## src/rtl/muldiv_unit.sv

```systemverilog
// Multiply/divide unit with HI/LO registers; MADD/MADDU enabled by `define MULDIV_MADD_EN.
// Latency: MUL_LATENCY cycles for multiplies, WIDTH+1 cycles for divides, MTHI/MTLO at the accepting edge.
// Backpressure: busy holds off new starts (ignored while busy); cancel aborts and leaves HI/LO untouched.
module muldiv_unit #(
   parameter int WIDTH       = 32,
   parameter int MUL_LATENCY = 2
) (
   input  logic             clk,
   input  logic             reset,
   input  logic             start,
   input  logic [2:0]       op,
   input  logic [WIDTH-1:0] s,
   input  logic [WIDTH-1:0] t,
   input  logic             cancel,
   output logic             busy,
   output logic             done,
   output logic             div_zero,
   output logic [WIDTH-1:0] hi,
   output logic [WIDTH-1:0] lo
);

   typedef enum logic [1:0] {IDLE, MUL, DIV_ITER, DIV_FIX} state_t;
   localparam int CW = $clog2(WIDTH + 1);

   state_t           state;
   logic [CW-1:0]    cnt;
   logic [WIDTH-1:0] mul_a, mul_b, quo, rem, dvsr, s_orig;
   logic             mul_sgn, mul_acc, neg_q, neg_r, dz;

   logic             div_sgn;
   logic [WIDTH-1:0] s_abs, t_abs;
   logic [2*WIDTH-1:0] a_x, b_x, prod, acc;
   logic [WIDTH:0]   shifted, trial;
   logic [WIDTH-1:0] q_fix, r_fix;

   assign div_sgn = (op == 3'b010);
   assign s_abs   = (div_sgn && s[WIDTH-1]) ? -s : s;
   assign t_abs   = (div_sgn && t[WIDTH-1]) ? -t : t;

   // Sign-extend to 2*WIDTH so the truncated product is correct for both signed and unsigned forms
   assign a_x  = {{WIDTH{mul_sgn & mul_a[WIDTH-1]}}, mul_a};
   assign b_x  = {{WIDTH{mul_sgn & mul_b[WIDTH-1]}}, mul_b};
   assign prod = a_x * b_x;
   assign acc  = mul_acc ? ({hi, lo} + prod) : prod;

   assign shifted = {rem, quo[WIDTH-1]};
   assign trial   = shifted - {1'b0, dvsr};
   assign q_fix   = neg_q ? -quo : quo;
   assign r_fix   = neg_r ? -rem : rem;

   always_ff @(posedge clk) begin
      if (!reset) begin
         state    <= IDLE;
         busy     <= 1'b0;
         done     <= 1'b0;
         div_zero <= 1'b0;
         hi       <= '0;
         lo       <= '0;
         cnt      <= '0;
         mul_a    <= '0;
         mul_b    <= '0;
         mul_sgn  <= 1'b0;
         mul_acc  <= 1'b0;
         quo      <= '0;
         rem      <= '0;
         dvsr     <= '0;
         s_orig   <= '0;
         neg_q    <= 1'b0;
         neg_r    <= 1'b0;
         dz       <= 1'b0;
      end else begin
         done     <= 1'b0;
         div_zero <= 1'b0;
         if (cancel && state != IDLE) begin
            state <= IDLE;
            busy  <= 1'b0;
         end else begin
            case (state)
               IDLE: begin
                  if (start && !cancel) begin
                     case (op)
                        3'b000, 3'b001: begin
                           mul_a   <= s;
                           mul_b   <= t;
                           mul_sgn <= ~op[0];
                           mul_acc <= 1'b0;
                           cnt     <= CW'(MUL_LATENCY - 1);
                           busy    <= 1'b1;
                           state   <= MUL;
                        end
                        3'b010, 3'b011: begin
                           quo    <= s_abs;
                           dvsr   <= t_abs;
                           rem    <= '0;
                           s_orig <= s;
                           neg_q  <= div_sgn & (s[WIDTH-1] ^ t[WIDTH-1]);
                           neg_r  <= div_sgn & s[WIDTH-1];
                           dz     <= (t == '0);
                           cnt    <= CW'(WIDTH - 1);
                           busy   <= 1'b1;
                           state  <= DIV_ITER;
                        end
                        3'b100: hi <= s;
                        3'b101: lo <= s;
`ifdef MULDIV_MADD_EN
                        3'b110, 3'b111: begin
                           mul_a   <= s;
                           mul_b   <= t;
                           mul_sgn <= ~op[0];
                           mul_acc <= 1'b1;
                           cnt     <= CW'(MUL_LATENCY - 1);
                           busy    <= 1'b1;
                           state   <= MUL;
                        end
`endif
                        default: ;
                     endcase
                  end
               end
               MUL: begin
                  if (cnt == '0) begin
                     {hi, lo} <= acc;
                     done     <= 1'b1;
                     busy     <= 1'b0;
                     state    <= IDLE;
                  end else begin
                     cnt <= cnt - 1'b1;
                  end
               end
               DIV_ITER: begin
                  // Restoring step: a clear borrow bit means the trial subtraction fits
                  if (!trial[WIDTH]) begin
                     rem <= trial[WIDTH-1:0];
                     quo <= {quo[WIDTH-2:0], 1'b1};
                  end else begin
                     rem <= shifted[WIDTH-1:0];
                     quo <= {quo[WIDTH-2:0], 1'b0};
                  end
                  if (cnt == '0) state <= DIV_FIX;
                  else           cnt   <= cnt - 1'b1;
               end
               DIV_FIX: begin
                  if (dz) begin
                     lo       <= '1;
                     hi       <= s_orig;
                     div_zero <= 1'b1;
                  end else begin
                     lo <= q_fix;
                     hi <= r_fix;
                  end
                  done  <= 1'b1;
                  busy  <= 1'b0;
                  state <= IDLE;
               end
               default: state <= IDLE;
            endcase
         end
      end
   end

endmodule

```

## config.mk

```make
export PLATFORM = sky130hd
export DESIGN_NAME = muldiv_unit
export DESIGN_NICKNAME = d
export VERILOG_FILES = /design/src/rtl/muldiv_unit.sv
export SDC_FILE = /design/constraint.sdc
export NUM_CORES = 2
export LEC_CHECK = 0
export CORE_MARGIN = 4
export CORE_UTILIZATION = 65
export DETAILED_ROUTE_END_ITERATION = 16
export PLACE_DENSITY_LB_ADDON = 0.05
export SLEW_MARGIN = 20
export SYNTH_ARGS = -nofsm -noshare
export SYNTH_HDL_FRONTEND = slang
export SYNTH_SLANG_ARGS = --single-unit
```

## constraint.sdc

```tcl
create_clock -name clk -period 12 [get_ports clk]
set_input_delay 1.2 -clock clk [delete_from_list [all_inputs] [get_ports clk]]
set_output_delay 1.2 -clock clk [all_outputs]
set_load 0.01 [all_outputs]
```

==> impl_metrics.toml <==
[place]
dpl_worst_slack_ns = 2.51
place.gp.congestion = 0.947
hpwl_um = 118000
port_buffers = 137

[cts]
clk_pin_slew_ns = 0.07
cts_tree = "built"
clk-insertion-delay-late_ns = 0.59
postCtsSetupBuffers = 0
cts.sinks = 271
cts-root-buf = "clkbuf_16"
postCtsHoldBufs = 0
htreeDepth = 1
cts_buffers = 29
clock_path_buffers = 3
cts_resized = 0

[timing]
finalWorstSetupSlack_ns = 2.34
fin_setup_tns_ns = 0
holdWs_ns = 0.464
slew_headroom_pct = 29.6
grt_setup_unrepaired = "false"
finalHoldViolCount = 0
tightest_slew_ns = 1.05
fmax_ghz = 0.104
setup_viol_count_final = 0
finalCriticalPeriod_ns = 9.66
fin_crit_sh_pct = 80.5
drv_slew = 0
skew_ns = 0.0282

[drt]
detail_route.vias_per_cell = 5.83
drt_iter0_drc = 3321
drtAntennaViolNets = 0
first_pass_iters = 6
drcViolationCount = 0
vias = 42200
drt-total-wl_um = 148000
post_drt_wl_per_cell_um = 20.5

[pwr]
totalPowerFinal_mw = 3.36
power_density_mw_per_mm2 = 59.1
p_comb_share_pct = 39.5
clock_power_share_pct = 27.3
p_seq_share_pct = 33.2
switching_share_pct = 40.3
switchingPower_mw = 1.35
p_int_mw = 2.00
ir_drop_mv = 0.153
p_leak_nw = 26.5

[grt]
grt_pass1_wl_um = 240000
grt_max_degree = 109
antenna_found_initial = 5
grt_overflow_total = 0
grt_pass1_vias = 43100
grt_usage_pct = 34.8

[setup_path]
cp_common_cell = "fa_1"
worstPathRequired_ns = 12.46
critical-path-slowest-cell = "dfxtp_1"
start_kind = "register"
slowest_delay_ns = 0.94
crit_buf_inv = 7
path_class = "register to register"
critPathTopFamily = "adder cells"
path_max_fanout = 22
cp.arrival_ns = 10.12
endpoint_kind = "register"

[floorplan]
core_region_area_sq_mm = 0.0822
fp.dieArea_sq_mm = 0.0877
start_util_pct = 65.6
dieWidth_um = 296
rows = 105
die_h_um = 296
io_pins = 138

[synth]
ys.flop_type = "dfxtp_1"
syn_avg_cell_area_sq_um = 8.59
syn-cell-area_sq_mm = 0.0540
yosysWarnings = 0
synth-edff-count = 0
syn_nets = 7736
synth-seq-cells = 271
synth_seq_area_share_pct = 10.1
yosys.cell_types.count = 91
synthArstFlopShare_pct = 0
synthCells = 6286

[final_layout]
nFillCells = 6745
area_growth_pct = 5.20
drive_gt1_share_pct = 3.30
nets = 7589

[min_path]
hp-class = "register to register"

[run]
cap_violations = 0

[run_status]
status = "finished clean"
[logic make-up (layout without fill, tap and decap cells)]
logic type / count (synthesis) / after routing / synth area share [%]
muxes: 32 / 32 / 0.593
xor gates and xnor gates: 209 / 209 / 3.39
other: 0 / 3 / 0
and+or+nand+nor: 1956 / 1956 / 16.7
AOI/OAI and AO/OA: 856 / 856 / 10.5
DFF: 271 / 271 / 10.1
buffers and inverters: 1583 / 1457 / 11.1
adders and majority gates: 1379 / 1379 / 47.6
[metal layers]
layer | track usage, % | up-vias | part of all wire [%]
met2 | 56.6 | 1664 | 47
met3 | 4.40 | 280 | 7.6
li1 | - | 18900 | -
met4 | 11.9 | 0 | 4.0
met5 | 0 | - | 0
met1 | 48.8 | 21300 | 41
[sequential cells by signal, summed over array words and instances, names as in the netlist]
register,flops
dvsr,32
hi,32
lo,32
mul_a,32
mul_b,32
quo,32
rem,32
s_orig,32
cnt,6
state,2
busy,1
div_zero,1
done,1
dz,1
mul_sgn,1
neg_q,1
neg_r,1
[area by class of cell]
type,count,area [sq um],area share [%]
multi-input cells,4432,42600,75.1
flip-flops and latches,271,5450,9.59
inverters,1191,4470,7.87
repair buffers,214,1950,3.44
well taps,1070,1340,2.36
clock buffers,43,858,1.51
clock inverters,9,91.3,0.161
diodes,3,7.51,0.0132
[metrics by stage]
| step | util, % | instances | area (sq um) |
|---|---|---|---|
| after floorplan | - | 6286 | 54000 |
| after global placement | 67.9 | 7178 | 55800 |
| after detailed placement | 67.9 | 7178 | 55800 |
| after CTS | 69.0 | 7230 | 56800 |
| after global routing | 69.0 | 7232 | 56800 |
| final | 69.0 | 7233 | 56800 |
[Yosys cell counts (17+ instances only)]
master       n  share of area [%]
o211a_1     38               0.70
a221oi_1    42               0.68
fa_1      1126                 42
or3_1       23               0.27
nand2b_1    22               0.25
nor2_1     114               0.79
nand4_1     21               0.24
a31oi_1     22               0.25
nor3_1      30               0.28
nand2_1   1193                8.3
and2_1     373                4.3
or2_2       17               0.20
xor2_1      79                1.3
mux2i_1     32               0.59
a21boi_0   127                1.8
xnor2_1    130                2.1
clkbuf_1   370                2.6
dfxtp_1    271                 10
nand3_1     43               0.40
and3_1      34               0.39
inv_1     1191                8.3
a21oi_1    172                1.6
o31ai_1     31               0.43
a21o_1      34               0.47
ha_1       253                5.9
o21ai_0    240                2.2
[final timing paths]
check	start	endpoint	slack, ns	cells after the start
hold reg to reg	mul_a[17]	mul_a[17]	0.46	2
setup reg to reg	mul_sgn	hi[30]	2.34	27
hold / removal	mul_a[17]	mul_a[17]	0.46	2
setup / recovery	mul_sgn	hi[30]	2.34	27
[cell usage in the layout, fill, tap and decap left out, types with 29 or more instances in the layout]
| cell type | instances |
|---|---|
| buf_4 | 77 |
| o31ai_1 | 31 |
| xnor2_1 | 130 |
| a21boi_0 | 127 |
| nand3_1 | 43 |
| a21oi_1 | 169 |
| and3_1 | 34 |
| nor2_1 | 113 |
| nand2_1 | 1193 |
| nor3_1 | 29 |
| o21ai_0 | 240 |
| dfxtp_1 | 254 |
| a221oi_1 | 42 |
| xor2_1 | 79 |
| o211a_1 | 38 |
| clkbuf_16 | 29 |
| clkdlybuf4s50_1 | 136 |
| fa_1 | 1126 |
| inv_1 | 1191 |
| and2_1 | 372 |
| a21o_1 | 34 |
| ha_1 | 250 |
| mux2i_1 | 32 |
[worst reg2reg max path, cell delays in order, from the launching register on]
cell,delay [ns]
dfxtp_1,0.94
and2_1,0.62
nand2_1,0.24
inv_1,0.13
fa_1,0.39
inv_1,0.23
fa_1,0.50
inv_1,0.20
fa_1,0.49
fa_1,0.85
inv_1,0.33
fa_1,0.56
inv_1,0.06
fa_1,0.53
inv_1,0.05
fa_1,0.45
fa_1,0.49
inv_1,0.04
ha_1,0.42
and3_1,0.21
and2_1,0.20
nand3_1,0.10
or3_1,0.33
o21ai_1,0.29
a221oi_1,0.17
or2_0,0.26
nor3b_1,0.14
or3_1,0.36
[power groups by stage]
stage	Combinational [mW]	Sequential, mW	Clock, mW
floorplan	0.856	1.09	0
global placement	1.28	1.13	0
detailed placement	1.30	1.13	0
CTS	1.31	1.11	0.920
global route	1.43	1.12	0.957
finish	1.32	1.12	0.916
Power figures use the tool's default switching activity.
